`src/rtl/serial_subtractor.sv`:
```
// Bit-serial subtractor computing a - b - bin, one bit per clock, LSB first.
// Optional signed-overflow output enabled by defining SERIAL_SUB_OVF_EN.
module serial_subtractor #(
  parameter int WIDTH = 8
) (
  input  logic             clk,
  input  logic             rst_n,
  input  logic             in_valid,
  output logic             in_ready,
  input  logic [WIDTH-1:0] a,
  input  logic [WIDTH-1:0] b,
  input  logic             bin,
  output logic             out_valid,
  input  logic             out_ready,
  output logic [WIDTH-1:0] diff,
  output logic             bout
`ifdef SERIAL_SUB_OVF_EN
  ,
  output logic             ovf
`endif
);

  localparam int CW = (WIDTH > 1) ? $clog2(WIDTH) : 1;
  localparam logic [CW-1:0] LAST_BIT = CW'(WIDTH - 1);

  typedef enum logic [1:0] {
    ST_IDLE = 2'd0,
    ST_RUN  = 2'd1,
    ST_DONE = 2'd2
  } state_t;

  state_t           state_q;
  logic [WIDTH-1:0] a_q;
  logic [WIDTH-1:0] b_q;
  logic             br_q;
  logic [CW-1:0]    cnt_q;
  logic [WIDTH-1:0] res_q;
  logic [WIDTH-1:0] diff_q;
  logic             bout_q;
  logic             in_ready_q;
  logic             out_valid_q;

  logic             d_bit_d;
  logic             br_d;
  logic [WIDTH:0]   res_ext_d;
  logic [WIDTH-1:0] res_d;

  // One full-subtractor step on the current LSBs; the new bit enters the result at the MSB end.
  always_comb begin
    d_bit_d   = a_q[0] ^ b_q[0] ^ br_q;
    br_d      = (~a_q[0] & b_q[0]) | (~(a_q[0] ^ b_q[0]) & br_q);
    res_ext_d = {d_bit_d, res_q};
    res_d     = res_ext_d[WIDTH:1];
  end

`ifdef SERIAL_SUB_OVF_EN
  logic a_msb_q;
  logic b_msb_q;
  logic ovf_q;

  // Operand sign bits are kept aside since the shift registers lose them during RUN.
  always_ff @(posedge clk or negedge rst_n) begin
    if (!rst_n) begin
      a_msb_q <= 1'b0;
      b_msb_q <= 1'b0;
      ovf_q   <= 1'b0;
    end else if (state_q == ST_IDLE && in_valid && in_ready_q) begin
      a_msb_q <= a[WIDTH-1];
      b_msb_q <= b[WIDTH-1];
    end else if (state_q == ST_RUN && cnt_q == LAST_BIT) begin
      ovf_q <= (a_msb_q ^ b_msb_q) & (d_bit_d ^ a_msb_q);
    end else begin
      ovf_q <= ovf_q;
    end
  end

  assign ovf = ovf_q;
`endif

  // Control FSM and datapath registers; result outputs load only on entry to DONE.
  always_ff @(posedge clk or negedge rst_n) begin
    if (!rst_n) begin
      state_q     <= ST_IDLE;
      a_q         <= '0;
      b_q         <= '0;
      br_q        <= 1'b0;
      cnt_q       <= '0;
      res_q       <= '0;
      diff_q      <= '0;
      bout_q      <= 1'b0;
      in_ready_q  <= 1'b1;
      out_valid_q <= 1'b0;
    end else begin
      case (state_q)
        ST_IDLE: begin
          if (in_valid && in_ready_q) begin
            a_q        <= a;
            b_q        <= b;
            br_q       <= bin;
            cnt_q      <= '0;
            in_ready_q <= 1'b0;
            state_q    <= ST_RUN;
          end else begin
            in_ready_q <= 1'b1;
          end
        end
        ST_RUN: begin
          a_q   <= a_q >> 1'b1;
          b_q   <= b_q >> 1'b1;
          br_q  <= br_d;
          res_q <= res_d;
          cnt_q <= cnt_q + CW'(1);
          if (cnt_q == LAST_BIT) begin
            diff_q      <= res_d;
            bout_q      <= br_d;
            out_valid_q <= 1'b1;
            state_q     <= ST_DONE;
          end else begin
            state_q <= ST_RUN;
          end
        end
        ST_DONE: begin
          if (out_ready) begin
            out_valid_q <= 1'b0;
            in_ready_q  <= 1'b1;
            state_q     <= ST_IDLE;
          end else begin
            state_q <= ST_DONE;
          end
        end
        default: begin
          out_valid_q <= 1'b0;
          in_ready_q  <= 1'b1;
          state_q     <= ST_IDLE;
        end
      endcase
    end
  end

  assign in_ready  = in_ready_q;
  assign out_valid = out_valid_q;
  assign diff      = diff_q;
  assign bout      = bout_q;

endmodule

```
`config.mk`:
```
export PLATFORM = sky130hd
export DESIGN_NAME = serial_subtractor
export DESIGN_NICKNAME = d
export VERILOG_FILES = /design/src/rtl/serial_subtractor.sv
export SDC_FILE = /design/constraint.sdc
export NUM_CORES = 1
export LEC_CHECK = 0
export CORE_MARGIN = 1.5
export CORE_UTILIZATION = 50
export CTS_BUF_LIST = sky130_fd_sc_hd__clkbuf_4 sky130_fd_sc_hd__clkbuf_8
export DETAILED_ROUTE_END_ITERATION = 8
export GPL_ROUTABILITY_DRIVEN = 0
export GPL_TIMING_DRIVEN = 0
export PLACE_DENSITY = 0.74
export SYNTH_ARGS = -nofsm -noshare
export SYNTH_HDL_FRONTEND = slang
export SYNTH_SLANG_ARGS = --single-unit
```
`constraint.sdc`:
```
create_clock -name clk -period 1.95 [get_ports clk]
set_clock_uncertainty 0.15 [all_clocks]
set_input_delay 0.195 -clock clk [delete_from_list [all_inputs] [get_ports clk]]
set_output_delay 0.195 -clock clk [all_outputs]
set_load 0.1 [all_outputs]
```
Word-level counts from Yosys, hierarchy flattened
Index checks and enable logic that the tools add are counted.
{ "op_classes": {"add_sub_neg": 1, "n_eq_ne": 6, "mux": 18, "n_bitwise": 9, "reduce_logical": 7} }
{ "ops": {"columns": ["op", "count"], "rows": [
  ["8-bit one-hot mux with 2 select lines", 2],
  ["8-bit 2-to-1 mux", 2],
  ["2-bit 2-to-1 mux", 3],
  ["2-bit != test (second input constant)", 3],
  ["1-bit one-hot mux with 3 select lines", 2],
  ["2-bit one-hot mux with 3 select lines", 1],
  ["3-bit one-hot mux with 2 select lines", 1],
  ["2-bit AND reduction", 3],
  ["1-bit 2-to-1 mux", 5],
  ["1-bit NOT", 4],
  ["3-bit by 1-bit adder with 3-bit output (second input constant)", 1],
  ["3-bit equality test (second input constant)", 1],
  ["3-bit 2-to-1 mux", 1],
  ["3-bit AND reduction", 1],
  ["1-bit bitwise AND", 2],
  ["2-bit by 1-bit equality test with 1-bit output (second input constant)", 1],
  ["2-bit equality test (second input constant)", 1],
  ["2-bit logical NOT", 1],
  ["1-bit one-hot mux with 2 select lines", 1],
  ["2-bit nonzero test", 1],
  ["1-bit bitwise XOR", 2],
  ["1-bit logical AND", 1],
  ["1-bit OR", 1]
]} }
{ "word_totals": {"ff_bits": 41, "inputBits": 21, "output_inout_bits": 11, "elab_cells": 51} }

Depth between registers and ports, before layout
{ "logic_depth": {"depth_word": 5, "mapped_depth": 6, "depth_no_buf": 5} }

Worst setup path before layout
Ideal clock, no wire load.
{ "synth_timing": {"path_type": "reg2reg", "start": "reg in_ready_q (netlist: in_ready)", "end": "reg br_q", "arrival_time_ns": 1.548, "required_ns": 1.663, "slack_ns": 0.115, "stages_incl_launch_ff": 5, "n_path_buf": 1, "synth_period_minus_slack_ns": 1.835, "path_cell_list": "dfstp_2 > nand3b_1 > buf_2 > o22ai_1 > a21oi_1"} }
{ "synth_via": {"elab_chain_len": 3} }
{ "synth_lines": {"columns": ["element", "line_no", "rtl"], "rows": [
  ["start: declaration", "40", "logic in_ready_q;"],
  ["start signal: assignment", "91", "in_ready_q <= 1'b1;"],
  ["start signal: assignment", "101", "in_ready_q <= 1'b0;"],
  ["start signal: assignment", "104", "in_ready_q <= 1'b1;"],
  ["1-bit logical AND", "96", "if (in_valid && in_ready_q) begin"],
  ["2-bit != test (no source line)", null, null],
  ["2-bit AND reduction (no source line)", null, null],
  ["end signal: assignment", "99", "br_q <= bin;"],
  ["end signal: assignment", "110", "br_q <= br_d;"],
  ["end: declaration", "35", "logic br_q;"]
]} }
Every way passes these cells.
A chain may end at the register's enable or synchronous reset.

Worst setup path after layout
{ "layout_timing": {"start": "reg diff_q[2] (netlist: diff[2])", "end": "out diff[2]"} }
{ "layout_rtl": {"columns": ["element", "line_no", "rtl"], "rows": [
  ["start: declaration", "38", "logic [WIDTH-1:0] diff_q;"],
  ["start signal: assignment", "114", "diff_q <= res_d;"],
  ["end: declaration", "15", "output logic [WIDTH-1:0] diff,"]
]} }
No word-level cell between the ends.

==> results.yml <==
power:
  power_switching_uw: 1990
  power.leakage_uw: 0.000997
  ir_drop_mv: 0.775
  switching_share: 0.467
  comb_power_share: 0.509
  pwr-share-seq: 0.348
  p_int_uw: 2260
  p_total_uw: 4250
  powerDensity_nw_per_um2: 1920
  clock_power_share: 0.143
clock_tree:
  clk_latency_ns: 0.36
  cts_root_buf: "clkbuf_4"
  cts_tree: "yes"
  numClockSinks: 40
  clk_pin_slew_ns: 0.12
  htree_levels: 2
  cts_max_path_buffers: 2
  cts_buffers: 5
global_route:
  grt_overflow: 0
  grt_pass1_vias: 1412
  grt_max_degree: 41
  grt_pass1_wl_um: 6430
  gr-usage-all-layers: 0.208
  antenna_found_initial: 0
timing:
  final-setup-viol-count: 0
  fmax_ghz: 0.523
  finalHoldViolCount: 0
  slew-limit-headroom: 0.369
  fin_ws_ns: 0.0382
  worst_pin_slew_ns: 0.951
  period_minus_slack_ns: 1.91
  fin_crit_sh: 0.980
  rsz0062_at_grt: "false"
  slew_viol_final: 0
route:
  wl_um: 3610
  drt-initial-drc-count: 96
  ant_nets: 0
  drtPass1Iterations: 4
  wl_per_cell_um: 14.7
  drc_errors: 0
  vias: 1378
  avgViaCountPerCell: 5.60
logic_synthesis:
  yosys_warnings: 0
  synth_seq_cells: 40
  synthesis.area_um2: 1750
  synth_area_per_cell_um2: 10.9
  syn_inst: 160
  synthTopCellsByArea: "dfrtp_1, o22ai_1, nand2_1, a21oi_1, mux2_1"
  ys_seq_area_frac: 0.573
  synth_top_area_share: 0.558
  synthArstFlopShare: 1.00
  ys.flop_type: "dfrtp_1"
  yosys.area.top_type: "dfrtp_1"
  synth_edf_count: 0
  syn-num-nets: 184
  synth_cell_types: 28
worst_setup_path:
  cp_cell_sequence: "dlygate4sd2_1"
  worstSetupStartpointType: "register"
  worst_ep_required_time_ns: 1.60
  cp_top_family: "buffers and inverters"
  crit_path_top_delay_cell: "dlygate4sd2_1"
  end_kind: "output pin"
  worst-path-buf-inv: 1
  critPathArrivalTime_ns: 1.57
  criticalPathCategory: "reg -> out"
  cp_max_fo: 2
  cpPeakStageDelay_ns: 0.85
placed_design:
  place_hpwl_um: 2530
  dp_slack_ns: -0.0949
  dp_cells: 237
  place_area_um2: 2110
  place.port_buffers: 31
cells_and_area:
  post_route_cells_drive_above_1_share: 0.135
  design_area_um2: 2210
  diodes: 0
  layout_commonest_cell: "dfrtp_1"
  stdcell_count: 246
  area_growth_pct: 26.4
  final_cell_mix: "dfrtp_1, o22ai_1, nand2_1, clkdlybuf4s50_1, a21oi_1"
  layout.nets: 223
  fin_util: 0.663
floorplan:
  floorplan.initialDensity: 0.525
  pin_count: 32
  dieArea_um2: 3870
  die_h_um: 62.2
  dieWidth_um: 62.2
  rows: 21
  core_um2: 3340
job:
  max-cap-violations: 0
hold_path:
  hp-class: "in -> reg"
status:
  outcome: "finished clean"
[flip-flops by register name, indices dropped and copies added, names as in the netlist]
register   cells
b_q            8
out_valid      1
res_q          7
diff           8
a_q            8
state_q        2
bout           1
in_ready       1
br_q           1
cnt_q          3
[cells by family after synthesis]
group,count (synthesis),synth area share
AOI/OAI and AO/OA,58,0.202
adders and majority gates,3,0.0257
buffers and inverters,16,0.0515
DFF,40,0.573
muxes,10,0.0643
and+or+nand+nor,33,0.0844
[stage by stage]
step,TNS [ns],hold slack (ns)
after floorplan,0,-0.251
after detailed placement,-0.0949,0.210
final,0,0.301
after global routing,0,0.303
after global placement,-12.58,0.308
after CTS,0,0.291
[power groups by stage]
stage | sequential (uW) | clock (uW) | combinational, uW
4_1_cts | 1470 | 622 | 2160
5_1_grt | 1530 | 656 | 2350
2_1_floorplan | 2180 | 0 | 985
3_5_place_dp | 1500 | 0 | 2220
3_3_place_gp | 1470 | 0 | 2160
6_report | 1480 | 609 | 2160
[layer usage]
metal	global-route usage	vias to the layer above	routed length, um
met2	0.360	38	1770
met3	0.0525	7	193
met4	0.0611	0	47
met5	0	-	0
li1	-	660	-
met1	0.260	673	1590
[cell usage after synthesis, drive strengths merged, types with 2 or more instances]
cell	n
inv	5
dfrtp	39
nor2	2
a22o	3
a21oi	17
mux2	10
nand2	25
buf	10
ha	2
nand3b	2
a22oi	2
o22ai	29
o21ai	4
[final cells by class]
cell class / count / area, um2
buffer: 11 / 71.3
fill: 292 / 1120
clock inverter: 1 / 30.0
timing repair buffer: 32 / 310
sequential: 40 / 1000
tap: 46 / 57.6
multi-input combinational: 104 / 658
inverter: 5 / 18.8
clock buffer: 7 / 65.1
[repair_timing]
action | CTS | global route
buffers inserted | 0 | 0
hold buffers | 1 | 0
endpoints found under the setup margin | 11 | 9
gates resized for setup | 14 | 9
endpoints found under the hold margin | 39 | 0
[path summary, 6_finish.rpt]
check | from | endpoint | slack (ns) | cells after the start
min in group asynchronous | rst_n | diff[2] | 0.32 | 2
worst max register to register | cnt_q[0] | diff[7] | 0.22 | 5
max in group asynchronous | rst_n | state_q[1] | 0.77 | 2
worst min register to register | res_q[1] | res_q[1] | 0.34 | 2
worst min-delay path | out_ready | state_q[1] | 0.30 | 2
worst max-delay path | diff[2] | diff[2] | 0.04 | 1
Power figures use the tool's default switching activity.
